===== src/rtl/mul_exec_unit.sv =====
// Multiplier functional unit: fixed-latency low-half multiply pipeline feeding an
// in-order output FIFO that drives the CDB MUL channel, with credit back-pressure to the RS.
module mul_exec_unit #(
    parameter int DATA_W     = 32,
    parameter int TAG_W      = 5,
    parameter int REG_W      = 5,
    parameter int LATENCY    = 3,
    parameter int OBUF_DEPTH = 4
) (
    input  logic              clk,
    input  logic              reset,
    input  logic              iss_we,
    input  logic [REG_W-1:0]  iss_dst,
    input  logic [TAG_W-1:0]  iss_dst_tag,
    input  logic [DATA_W-1:0] iss_val1,
    input  logic [DATA_W-1:0] iss_val2,
    output logic              iss_ready,
    input  logic              cdb_grant,
    output logic              we_MUL,
    output logic [REG_W-1:0]  dst_MUL,
    output logic [TAG_W-1:0]  tag_MUL,
    output logic [DATA_W-1:0] val_MUL
);

    localparam int CNT_W = $clog2(OBUF_DEPTH + 1);
    localparam int PTR_W = (OBUF_DEPTH > 1) ? $clog2(OBUF_DEPTH) : 1;

    typedef struct packed {
        logic              valid;
        logic [REG_W-1:0]  dst;
        logic [TAG_W-1:0]  tag;
        logic [DATA_W-1:0] prod;
    } stage_t;

    logic             acc;
    logic             pop;
    logic             fifo_empty;
    logic [CNT_W-1:0] cnt;
    logic [CNT_W-1:0] cnt_next;
    stage_t           issue_s;
    stage_t           wr_s;

    // ------------------------------------------------------------------
    // Credit counter: instructions in the pipeline plus FIFO occupancy.
    // ------------------------------------------------------------------
    assign iss_ready = (cnt < CNT_W'(OBUF_DEPTH));
    assign acc       = iss_we & iss_ready;

    // NOTE: every signal written in always_comb gets a default first, so no path can infer a latch.
    always_comb begin
        cnt_next = cnt;
        case ({acc, pop})
            2'b10:   cnt_next = cnt + CNT_W'(1);
            2'b01:   cnt_next = cnt - CNT_W'(1);
            default: cnt_next = cnt;
        endcase
    end

    // NOTE: sequential state uses non-blocking assignments so every register samples pre-edge values.
    always_ff @(posedge clk) begin
        if (reset) begin
            cnt <= '0;
        end else begin
            cnt <= cnt_next;
        end
    end

    // ------------------------------------------------------------------
    // Multiply pipeline. The full low-half product is formed on entry and
    // carried down the stages; the last stage output is the FIFO write port.
    // ------------------------------------------------------------------
    always_comb begin
        issue_s       = '0;
        issue_s.valid = acc;
        issue_s.dst   = iss_dst;
        issue_s.tag   = iss_dst_tag;
        issue_s.prod  = iss_val1 * iss_val2;
    end

    generate
        if (LATENCY == 1) begin : g_no_pipe
            assign wr_s = issue_s;
        end else begin : g_pipe
            stage_t pipe [LATENCY-1];

            always_ff @(posedge clk) begin
                if (reset) begin
                    for (int i = 0; i < LATENCY - 1; i++) begin
                        pipe[i].valid <= 1'b0;
                    end
                end else begin
                    pipe[0] <= issue_s;
                    for (int i = 1; i < LATENCY - 1; i++) begin
                        pipe[i] <= pipe[i-1];
                    end
                end
            end

            assign wr_s = pipe[LATENCY-2];
        end
    endgenerate

    // ------------------------------------------------------------------
    // Output FIFO. Credits guarantee a free slot for every write.
    // ------------------------------------------------------------------
    logic [REG_W-1:0]  mem_dst [OBUF_DEPTH];
    logic [TAG_W-1:0]  mem_tag [OBUF_DEPTH];
    logic [DATA_W-1:0] mem_val [OBUF_DEPTH];
    logic [PTR_W-1:0]  wr_ptr;
    logic [PTR_W-1:0]  rd_ptr;
    logic [CNT_W-1:0]  fifo_cnt;

    assign fifo_empty = (fifo_cnt == '0);
    assign pop        = ~fifo_empty & cdb_grant;

    // NOTE: storage is deliberately not reset; occupancy is tracked by fifo_cnt and empty entries are never observed.
    always_ff @(posedge clk) begin
        if (wr_s.valid) begin
            mem_dst[wr_ptr] <= wr_s.dst;
            mem_tag[wr_ptr] <= wr_s.tag;
            mem_val[wr_ptr] <= wr_s.prod;
        end
    end

    always_ff @(posedge clk) begin
        if (reset) begin
            wr_ptr   <= '0;
            rd_ptr   <= '0;
            fifo_cnt <= '0;
        end else begin
            if (wr_s.valid) begin
                wr_ptr <= wr_ptr + PTR_W'(1);
            end
            if (pop) begin
                rd_ptr <= rd_ptr + PTR_W'(1);
            end
            case ({wr_s.valid, pop})
                2'b10:   fifo_cnt <= fifo_cnt + CNT_W'(1);
                2'b01:   fifo_cnt <= fifo_cnt - CNT_W'(1);
                default: fifo_cnt <= fifo_cnt;
            endcase
        end
    end

    // Head is presented only when valid so stale storage never reaches the CDB.
    always_comb begin
        we_MUL  = ~fifo_empty;
        dst_MUL = '0;
        tag_MUL = '0;
        val_MUL = '0;
        if (!fifo_empty) begin
            dst_MUL = mem_dst[rd_ptr];
            tag_MUL = mem_tag[rd_ptr];
            val_MUL = mem_val[rd_ptr];
        end
    end

endmodule


===== config.mk =====
export PLATFORM = sky130hd
export DESIGN_NAME = mul_exec_unit
export DESIGN_NICKNAME = d
export VERILOG_FILES = /design/src/rtl/mul_exec_unit.sv
export SDC_FILE = /design/constraint.sdc
export NUM_CORES = 1
export LEC_CHECK = 0
export ABC_CLOCK_PERIOD_IN_PS = 13600
export BUFFER_PORTS_ARGS = -buffer_cell sky130_fd_sc_hd__buf_2
export CAP_MARGIN = 0
export CORE_AREA = 2 2 331 268
export CTS_BUF_LIST = sky130_fd_sc_hd__clkbuf_8
export CTS_CLUSTER_SIZE = 14
export DETAILED_ROUTE_END_ITERATION = 8
export DIE_AREA = 0 0 333 270
export MAX_ROUTING_LAYER = met4
export PLACE_DENSITY = 0.46
export SYNTH_ARGS = -nofsm -noshare
export SYNTH_HDL_FRONTEND = slang
export SYNTH_SLANG_ARGS = --single-unit

===== constraint.sdc =====
create_clock -name clk -period 13.6 [get_ports clk]
set_input_delay 2.04 -clock clk [delete_from_list [all_inputs] [get_ports clk]]
set_output_delay 2.04 -clock clk [all_outputs]
set_load 0.1 [all_outputs]

==> metrics.yaml, run 1 <==
die_h_um: 270
fill_cells: 8879
end_kind: "flop"
yosys.area_share.simple_pct: 14.8
syn_nets: 2874
critPathKind: "in2reg"
layout_min_cycle_time_ps: 8460
viasPerCell: 4.54
setup_violations: 0
synth.distinct_cells: 58
grt_pass1_wl_um: 108000
period_share_pct: 62.2
hold_slack_ps: 456
ys_seq_area_share_pct: 30.4
dr.pass1.iters: 7
slew_headroom_pct: 39.8
drt_iter0_drc: 794
routed_wl_um: 68900
vias: 15800
synth-edff-count: 252
synth_compound_area_share_pct: 2.40
initial_utilization_pct: 29.7
synth_common_cells: "410 x fa_1, 400 x inv_1, 333 x and2_1"
grt_max_degree: 67
overflow: 0
post_cts_buffers: 0
wl_per_cell_um: 19.8
gp_congestion: 0.823
numCtsBuffers: 41
cts_root_buf: "clkbuf_8"
hold_viol_final: 0
drive_gt1_share_pct: 10.4
crit_arrival_ps: 8730
syn_to_final_growth_pct: 9.28
hold_path.class: "reg2reg"
num-nets-final: 2936
tightest_slew_ps: 903
core_sq_um: 86700
num_io_pins: 122
synthArstFlopShare_pct: 0
synth_top_family_by_area: "adder cells"
n_antenna_cell: 0
drv_cap: 0
grt_pass1_vias: 17700
tritoncts: "done"
antenna_found_initial: 0
clkSlewWorstSetupHoldPaths_ps: 60
max_freq_mhz: 118
synth_top_area_cell: "fa_1"
rsz0062_at_grt: "false"
synth_most_common_cell: "fa_1"
syn_area_sq_um: 25800
avgSynthCellArea_sq_um: 11.4
cts_sinks: 266
postCtsResizedCells: 0
ant_nets: 0
synthXorXnorAreaFrac_pct: 3.00
outcome: "finished, final reports clean"
clockBufferDepth: 3
synth.area.top_cells: "fa_1 32%, edfxtp_1 29%, and2_1 8.1%, ha_1 6.3%, inv_1 5.8%"
critPathMaxFanout: 22
ys_seq_elements: 266
hold_buffers: 0
yosysTopAreaCellShare_pct: 31.8
grt_use_total_pct: 16.1
fp.dieArea_sq_um: 89900
muxShareOfSynthArea_pct: 3.77
synthCells: 2257
setup_tns_ps: 0
required_ps: 13880
drc_errors: 0
synth_fa_ha_area_share_pct: 38.1
clock_latency_ps: 550
rows: 97
maxSlewViolCount: 0
ys.flop_type: "edfxtp_1"
die_x_um: 333
htree_levels: 2
final.setup_skew_ps: 20.4
yosysWarnings: 0
port-buffer-count: 121
crit_path_start_kind: "input pin"
dpl.hpwl_um: 50200
==> critical path: stages <==
cell and delay [ps]:
buf_2 500, and2_1 240, fa_1 440, fa_1 440, fa_1 620, inv_1 80, fa_1 490, inv_1 60
fa_1 500, inv_1 60, fa_1 540, inv_1 50, fa_1 450, fa_1 390, ha_1 390, o21a_1 210
o21a_1 170, o21ai_0 250, a21oi_1 110, o2bb2ai_1 330, a31oi_1 160, xnor2_1 140, nor2_1 50
==> final cells by class <==
class                           instances  area [sq um]  share of cell area (%)
Tap cell                             1138          1420                    5.05
Multi-Input combinational cell       1478         16000                    56.8
Inverter                              400          1500                    5.34
Clock inverter                         28           115                   0.409
Sequential cell                       266          7850                    27.9
Timing Repair Buffer                  132           691                    2.45
Clock buffer                           43           592                    2.10
==> stage by stage <==
stage               area, sq um  worst slack [ps]  util (%)  instances
finish                    28200              5140      32.5       3485
global route              28200              4790      32.5       3485
CTS                       28200              5210      32.5       3485
detailed placement        27500              4590      31.7       3414
global placement          27500              4720      31.7       3414
floorplan                 25800              5300         -       2257
==> path summary, 6_finish.rpt <==
| check | startpoint | end | slack [ps] | cells past startpoint |
|---|---|---|---|---|
| worst max-delay path | iss_val1[10] | g_pipe.pipe[0][31]$_DFFE_PN_ | 5140 | 23 |
| worst min-delay path | g_pipe.pipe[0][42]$_SDFF_PP0_ | g_pipe.pipe[0][85]$_SDFF_PP0_ | 460 | 1 |
| worst max register to register | fifo_cnt[0]$_SDFFE_PP0P_ | cnt[2]$_SDFFE_PP0P_ | 11050 | 9 |
| worst min register to register | g_pipe.pipe[0][42]$_SDFF_PP0_ | g_pipe.pipe[0][85]$_SDFF_PP0_ | 460 | 1 |
==> registers in the layout, summed over array words and instances (netlist names), named ones only <==
signal       cells
g_pipe.pipe     86
rd_ptr           2
cnt              3
fifo_cnt         3
mem_dst         20
mem_tag         20
mem_val        128
wr_ptr           2
==> metal layers <==
metal / share of wire (%) / vias to the layer above / track usage (%)
met4: 1.0 / 0 / 2.32
met2: 44 / 362 / 24.1
met5: 0 / - / -
li1: - / 7088 / -
met1: 50 / 8333 / 23.6
met3: 4.9 / 51 / 2.25
==> cells in the final DEF, fill, tap and decap left out, drive strengths merged, types with 4 or more instances in the layout <==
master	n
or3	4
o21a	8
nand2	255
a21oi	23
and2	333
nor2	44
a21o	19
mux4	42
o21ai	12
dfxtp	14
nor3	6
xor2	24
edfxtp	252
ha	129
xnor2	61
inv	417
nor3b	4
clkbuf	43
nor2b	62
fa	410
buf	132
a211oi	5
clkinv	9
==> cell families (layout without fill, tap and decap cells) <==
| logic type | Yosys count | in the layout |
|---|---|---|
| simple gates | 722 | 722 |
| fa+ha+maj | 539 | 539 |
| buf+inv | 513 | 603 |
| flops | 266 | 266 |
| compound gates | 87 | 87 |
| xor+xnor | 86 | 86 |
| mux | 44 | 44 |
Power of run 1 is not shown: default switching activity piles up to over one toggle a cycle in this logic, so the estimate is an artifact.
==> inputs of run 2 (changes only) <==
==> config.mk (replaced) <==
export PLATFORM = sky130hd
export DESIGN_NAME = mul_exec_unit
export DESIGN_NICKNAME = d
export VERILOG_FILES = /design/src/rtl/mul_exec_unit.sv
export SDC_FILE = /design/constraint.sdc
export NUM_CORES = 1
export LEC_CHECK = 0
export ABC_AREA = 1
export ABC_CLOCK_PERIOD_IN_PS = 7700
export BUFFER_PORTS_ARGS = -buffer_cell sky130_fd_sc_hd__buf_2
export CAP_MARGIN = 0
export CORE_AREA = 2 2 337 273
export CTS_BUF_LIST = sky130_fd_sc_hd__clkbuf_8
export CTS_CLUSTER_SIZE = 14
export DETAILED_ROUTE_END_ITERATION = 8
export DIE_AREA = 0 0 339 275
export MAX_ROUTING_LAYER = met4
export PLACE_DENSITY = 0.47
export SYNTH_ARGS = -nofsm -noshare
export SYNTH_HDL_FRONTEND = slang
export SYNTH_SLANG_ARGS = --single-unit
==> constraint.sdc (replaced) <==
create_clock -name clk -period 7.7 [get_ports clk]
set_input_delay 1.155 -clock clk [delete_from_list [all_inputs] [get_ports clk]]
set_output_delay 1.155 -clock clk [all_outputs]
set_load 0.1 [all_outputs]
==> metrics.yaml, run 2 <==
max_freq_mhz: 140
synth_compound_area_share_pct: 5.12
synth.area.top_cells: "fa_1 31%, edfxtp_1 28%, inv_1 11%, nand2_1 9.4%, ha_1 6.0%"
rows: 99
critPathMaxFanout: 16
synth_top_area_cell: "fa_1"
cts_root_buf: "clkbuf_8"
mostFrequentLayoutCells: "826 x inv_1, 673 x nand2_1, 410 x fa_1, 262 x nor2_1, 252 x edfxtp_1"
hold_viol_final: 0
synth_most_common_cell: "inv_1"
die_x_um: 339
layout_min_cycle_time_ps: 7130
synth_top_family_by_area: "adder cells"
tightest_slew_ps: 987
num-nets-final: 3802
core_sq_um: 90100
initial_utilization_pct: 29.7
dr.pass1.iters: 5
crit_path_start_kind: "input pin"
fp.dieArea_sq_um: 93200
yosysTopAreaCellShare_pct: 30.7
synthArstFlopShare_pct: 0
top_regs: "mem_val x128, g_pipe.pipe x86"
postCtsResizedCells: 0
grt_pass1_vias: 20100
ys_seq_elements: 266
ys_seq_area_share_pct: 29.3
end_kind: "flop"
drt_iter0_drc: 925
slew_headroom_pct: 34.2
htree_levels: 2
crit_arrival_ps: 7420
dpl.hpwl_um: 57100
routed_wl_um: 73900
gp_congestion: 0.877
r2r-start: "fifo_cnt[0]$_SDFFE_PP0P_"
clock_latency_ps: 570
yosysWarnings: 0
clkSlewWorstSetupHoldPaths_ps: 60
numCtsBuffers: 46
hold_path.class: "reg2reg"
avgSynthCellArea_sq_um: 8.78
drive_gt1_share_pct: 9.23
die_h_um: 275
syn_area_sq_um: 26800
cts_sinks: 266
r2r_setup_slack_ps: 5730
drc_errors: 0
muxShareOfSynthArea_pct: 0
overflow: 0
num_io_pins: 122
critPathKind: "in2reg"
antenna_found_initial: 4
post_cts_buffers: 0
synth_fa_ha_area_share_pct: 36.7
fill_cells: 9502
clockBufferDepth: 3
design_area_sq_um: 30100
setup_violations: 0
rsz0062_at_grt: "false"
crit_start: "iss_val1[5]"
grt_max_degree: 77
grt_pass1_wl_um: 117000
drv_cap: 0
outcome: "finished, final reports clean"
final_common_cell: "inv_1"
syn_to_final_growth_pct: 12.4
synthCells: 3048
required_ps: 7990
placed_area_sq_um: 29300
vias: 19000
synth.distinct_cells: 32
grt_use_total_pct: 16.8
viasPerCell: 4.29
yosys.area_share.simple_pct: 14.3
slowest_delay_ps: 530
ant_nets: 0
cp_slowest_cell: "fa_1"
synth_common_cells: "815 x inv_1, 673 x nand2_1, 410 x fa_1"
period_share_pct: 92.6
hold_buffers: 0
synth-edff-count: 252
final.setup_skew_ps: 31.5
wl_per_cell_um: 16.7
worstHoldStart: "g_pipe.pipe[0][42]$_SDFF_PP0_"
top_register: "mem_val"
syn_nets: 3665
maxSlewViolCount: 0
largest_register_ffs: 128
synthXorXnorAreaFrac_pct: 0.949
port-buffer-count: 121
tritoncts: "done"
ys.flop_type: "edfxtp_1"
run 2: changes by cell type after synthesis, moves of 21 or more:
cell,delta
mux4_2,-42
xnor2_1,-44
and2_1,-333
o21ai_0,+119
nor2_1,+218
nor2b_1,-62
inv_1,+415
a21oi_1,+88
nand2_1,+419
nand3_1,+34
buf_1,+21
run 2: worst max-delay path: cells and delay by family:
kind / cells / cell delay (ps)
AND/OR/NAND/NOR: 8 / 530
adder cells (fa/ha/maj): 9 / 3620
XOR/XNOR: 1 / 210
AO/OA/AOI/OAI: 3 / 590
buffers and inverters: 9 / 1280
run 2: per-stage QoR:
| step | setup WS, ps | TNS, ps | hold slack (ps) | util (%) | cells |
|---|---|---|---|---|---|
| 2_1_floorplan | 404 | 0 | 388 | - | 3048 |
| 5_1_grt | 288 | 0 | 416 | 33.4 | 4434 |
| 3_3_place_gp | -51.7 | -51.7 | 390 | 32.5 | 4349 |
| 4_1_cts | 591 | 0 | 408 | 33.4 | 4430 |
| 6_report | 571 | 0 | 406 | 33.4 | 4434 |
| 3_5_place_dp | -27.4 | -27.4 | 400 | 32.5 | 4349 |
run 2: logic make-up after synthesis:
kind of cell / count (synthesis)
AOI/OAI and AO/OA: 261
xor gates and xnor gates: 29
adders and majority gates: 539
buffers and inverters: 961
DFF: 266
and+or+nand+nor: 992
run 2: final timing paths:
| path | to | cells after the start |
|---|---|---|
| setup reg to reg | fifo_cnt[2]$_SDFFE_PP0P_ | 11 |
| hold reg to reg | g_pipe.pipe[0][85]$_SDFF_PP0_ | 2 |
| setup / recovery | g_pipe.pipe[0][26]$_DFFE_PN_ | 30 |
| hold / removal | g_pipe.pipe[0][85]$_SDFF_PP0_ | 2 |
run 2: metal layers:
metal | track usage [%] | vias up | routed length, um
met3 | 2.05 | 64 | 3330
met5 | - | - | 0
li1 | - | 9234 | -
met2 | 28.4 | 391 | 35600
met4 | 3.06 | 0 | 1140
met1 | 21.9 | 9352 | 33900
run 2: cell type report:
type                            count  area, sq um  share of cell area, %
Antenna cell                        4         10.0                 0.0333
Clock buffer                       46          633                   2.10
Clock inverter                     35          186                  0.620
Inverter                          816         3070                   10.2
Multi-Input combinational cell   1821        15300                   50.8
Sequential cell                   266         7850                   26.1
Tap cell                         1212         1520                   5.04
Timing Repair Buffer              234         1550                   5.16
Power of run 2 is left out for the same reason.
==> inputs of run 3 (changes only) <==
--- a/config.mk
+++ b/config.mk
@@ -7,7 +7,7 @@
 export LEC_CHECK = 0
 export ABC_AREA = 1
 export ABC_CLOCK_PERIOD_IN_PS = 7700
-export BUFFER_PORTS_ARGS = -buffer_cell sky130_fd_sc_hd__buf_2
+export BUFFER_PORTS_ARGS = -buffer_cell sky130_fd_sc_hd__clkbuf_2
 export CAP_MARGIN = 0
 export CORE_AREA = 2 2 337 273
 export CTS_BUF_LIST = sky130_fd_sc_hd__clkbuf_8
==> metrics.yaml, run 3 (synthesis results as in run 2) <==
cts_sinks: 266
num-nets-final: 3816
num_io_pins: 122
viasPerCell: 4.28
multi_input_area_sq_um: 15300
fill_cells: 9541
largest_register_ffs: 128
die_x_um: 339
drive_gt1_share_pct: 9.59
clock_latency_ps: 550
critPathMaxFanout: 16
port-buffer-count: 121
clkSlewWorstSetupHoldPaths_ps: 60
gp_congestion: 0.846
max_freq_mhz: 141
grt_use_total_pct: 16.7
end_kind: "flop"
seqCellArea_sq_um: 7850
dpl.hpwl_um: 57200
drv_cap: 0
drt_iter0_drc: 1009
htree_levels: 2
postCtsResizedCells: 0
tritoncts: "done"
routed_wl_um: 73800
hold_buffers: 0
period_share_pct: 92.3
syn_to_final_growth_pct: 12.5
numCtsBuffers: 42
drc_errors: 0
mostFrequentLayoutCells: "825 x inv_1, 673 x nand2_1, 410 x fa_1, 262 x nor2_1, 252 x edfxtp_1"
grt_pass1_wl_um: 117000
maxSlewViolCount: 0
dr.pass1.iters: 7
final.setup_skew_ps: 34.3
cts_root_buf: "clkbuf_8"
overflow: 0
top_register: "mem_val"
wl_per_cell_um: 16.6
rsz0062_at_grt: "false"
layout_min_cycle_time_ps: 7110
crit_path_start_kind: "input pin"
rows: 99
ant_nets: 0
final_common_cell: "inv_1"
grt_pass1_vias: 20100
hold_viol_final: 0
setup_violations: 0
outcome: "finished, final reports clean"
core_sq_um: 90100
grt_max_degree: 70
placed_area_sq_um: 29400
initial_utilization_pct: 29.7
clockBufferDepth: 3
vias: 19000
required_ps: 8010
design_area_sq_um: 30100
fp.dieArea_sq_um: 93200
crit_arrival_ps: 7420
post_cts_buffers: 0
antenna_found_initial: 4
die_h_um: 275
slew_headroom_pct: 41.6
critPathKind: "in2reg"
setup_tns_ps: 0
tightest_slew_ps: 876
top_regs: "mem_val x128, g_pipe.pipe x86"
hold_path.class: "reg2reg"
run 3: cell types whose count changed in the layout (fill, tap and decap cells not counted), moves of 2 or more:
cell,previous run,this run
clkbuf_2,0,120
clkinv_1,13,5
clkinvlp_4,2,0
buf_2,121,1
clkbuf_8,46,42
buf_4,105,121
buf_12,8,10
run 3: area by class of cell:
class / count / share of cell area [%]
Tap cell: 1212 / 5.04
Inverter: 816 / 10.2
Multi-Input combinational cell: 1821 / 50.7
Clock buffer: 42 / 1.92
Timing Repair Buffer: 252 / 5.69
Clock inverter: 24 / 0.349
Antenna cell: 4 / 0.0332
Sequential cell: 266 / 26.1
run 3: metrics by stage:
stage	hold slack (ps)	setup WS (ps)	utilization (%)	instances
after floorplan	388	404	-	3048
after CTS	401	642	33.4	4433
after detailed placement	392	19.7	32.7	4367
final	404	595	33.4	4437
after global routing	437	206	33.4	4437
after global placement	391	82.7	32.7	4367
run 3: worst paths after layout:
path / from / end / slack [ps] / cells after the start
setup / recovery: iss_val2[13] / g_pipe.pipe[0][28]$_DFFE_PN_ / 590 / 23
hold / removal: g_pipe.pipe[0][42]$_SDFF_PP0_ / g_pipe.pipe[0][85]$_SDFF_PP0_ / 400 / 2
hold reg to reg: g_pipe.pipe[0][42]$_SDFF_PP0_ / g_pipe.pipe[0][85]$_SDFF_PP0_ / 400 / 2
setup reg to reg: fifo_cnt[0]$_SDFFE_PP0P_ / cnt[2]$_SDFFE_PP0P_ / 5690 / 11
run 3: critical path: stages:
cell and delay [ps]:
clkbuf_2 330, nand2_1 210, inv_1 70, fa_1 490, inv_1 60, fa_1 370, inv_1 90, fa_1 410
inv_1 100, fa_1 420, inv_1 150, fa_1 470, fa_1 570, fa_1 430, fa_1 450, ha_1 330
a21oi_1 250, o21ai_0 190, a221oi_1 310, o211ai_1 180, o21ai_0 180, a21oi_1 60, buf_4 130
run 3: layer usage:
layer / GRT usage, % / up-vias / routed length (um)
li1: - / 9243 / -
met1: 22.2 / 9301 / 34600
met2: 27.6 / 359 / 34800
met3: 2.17 / 84 / 3190
met4: 3.26 / 0 / 1230
met5: - / - / 0
Power of run 3 is left out for the same reason.
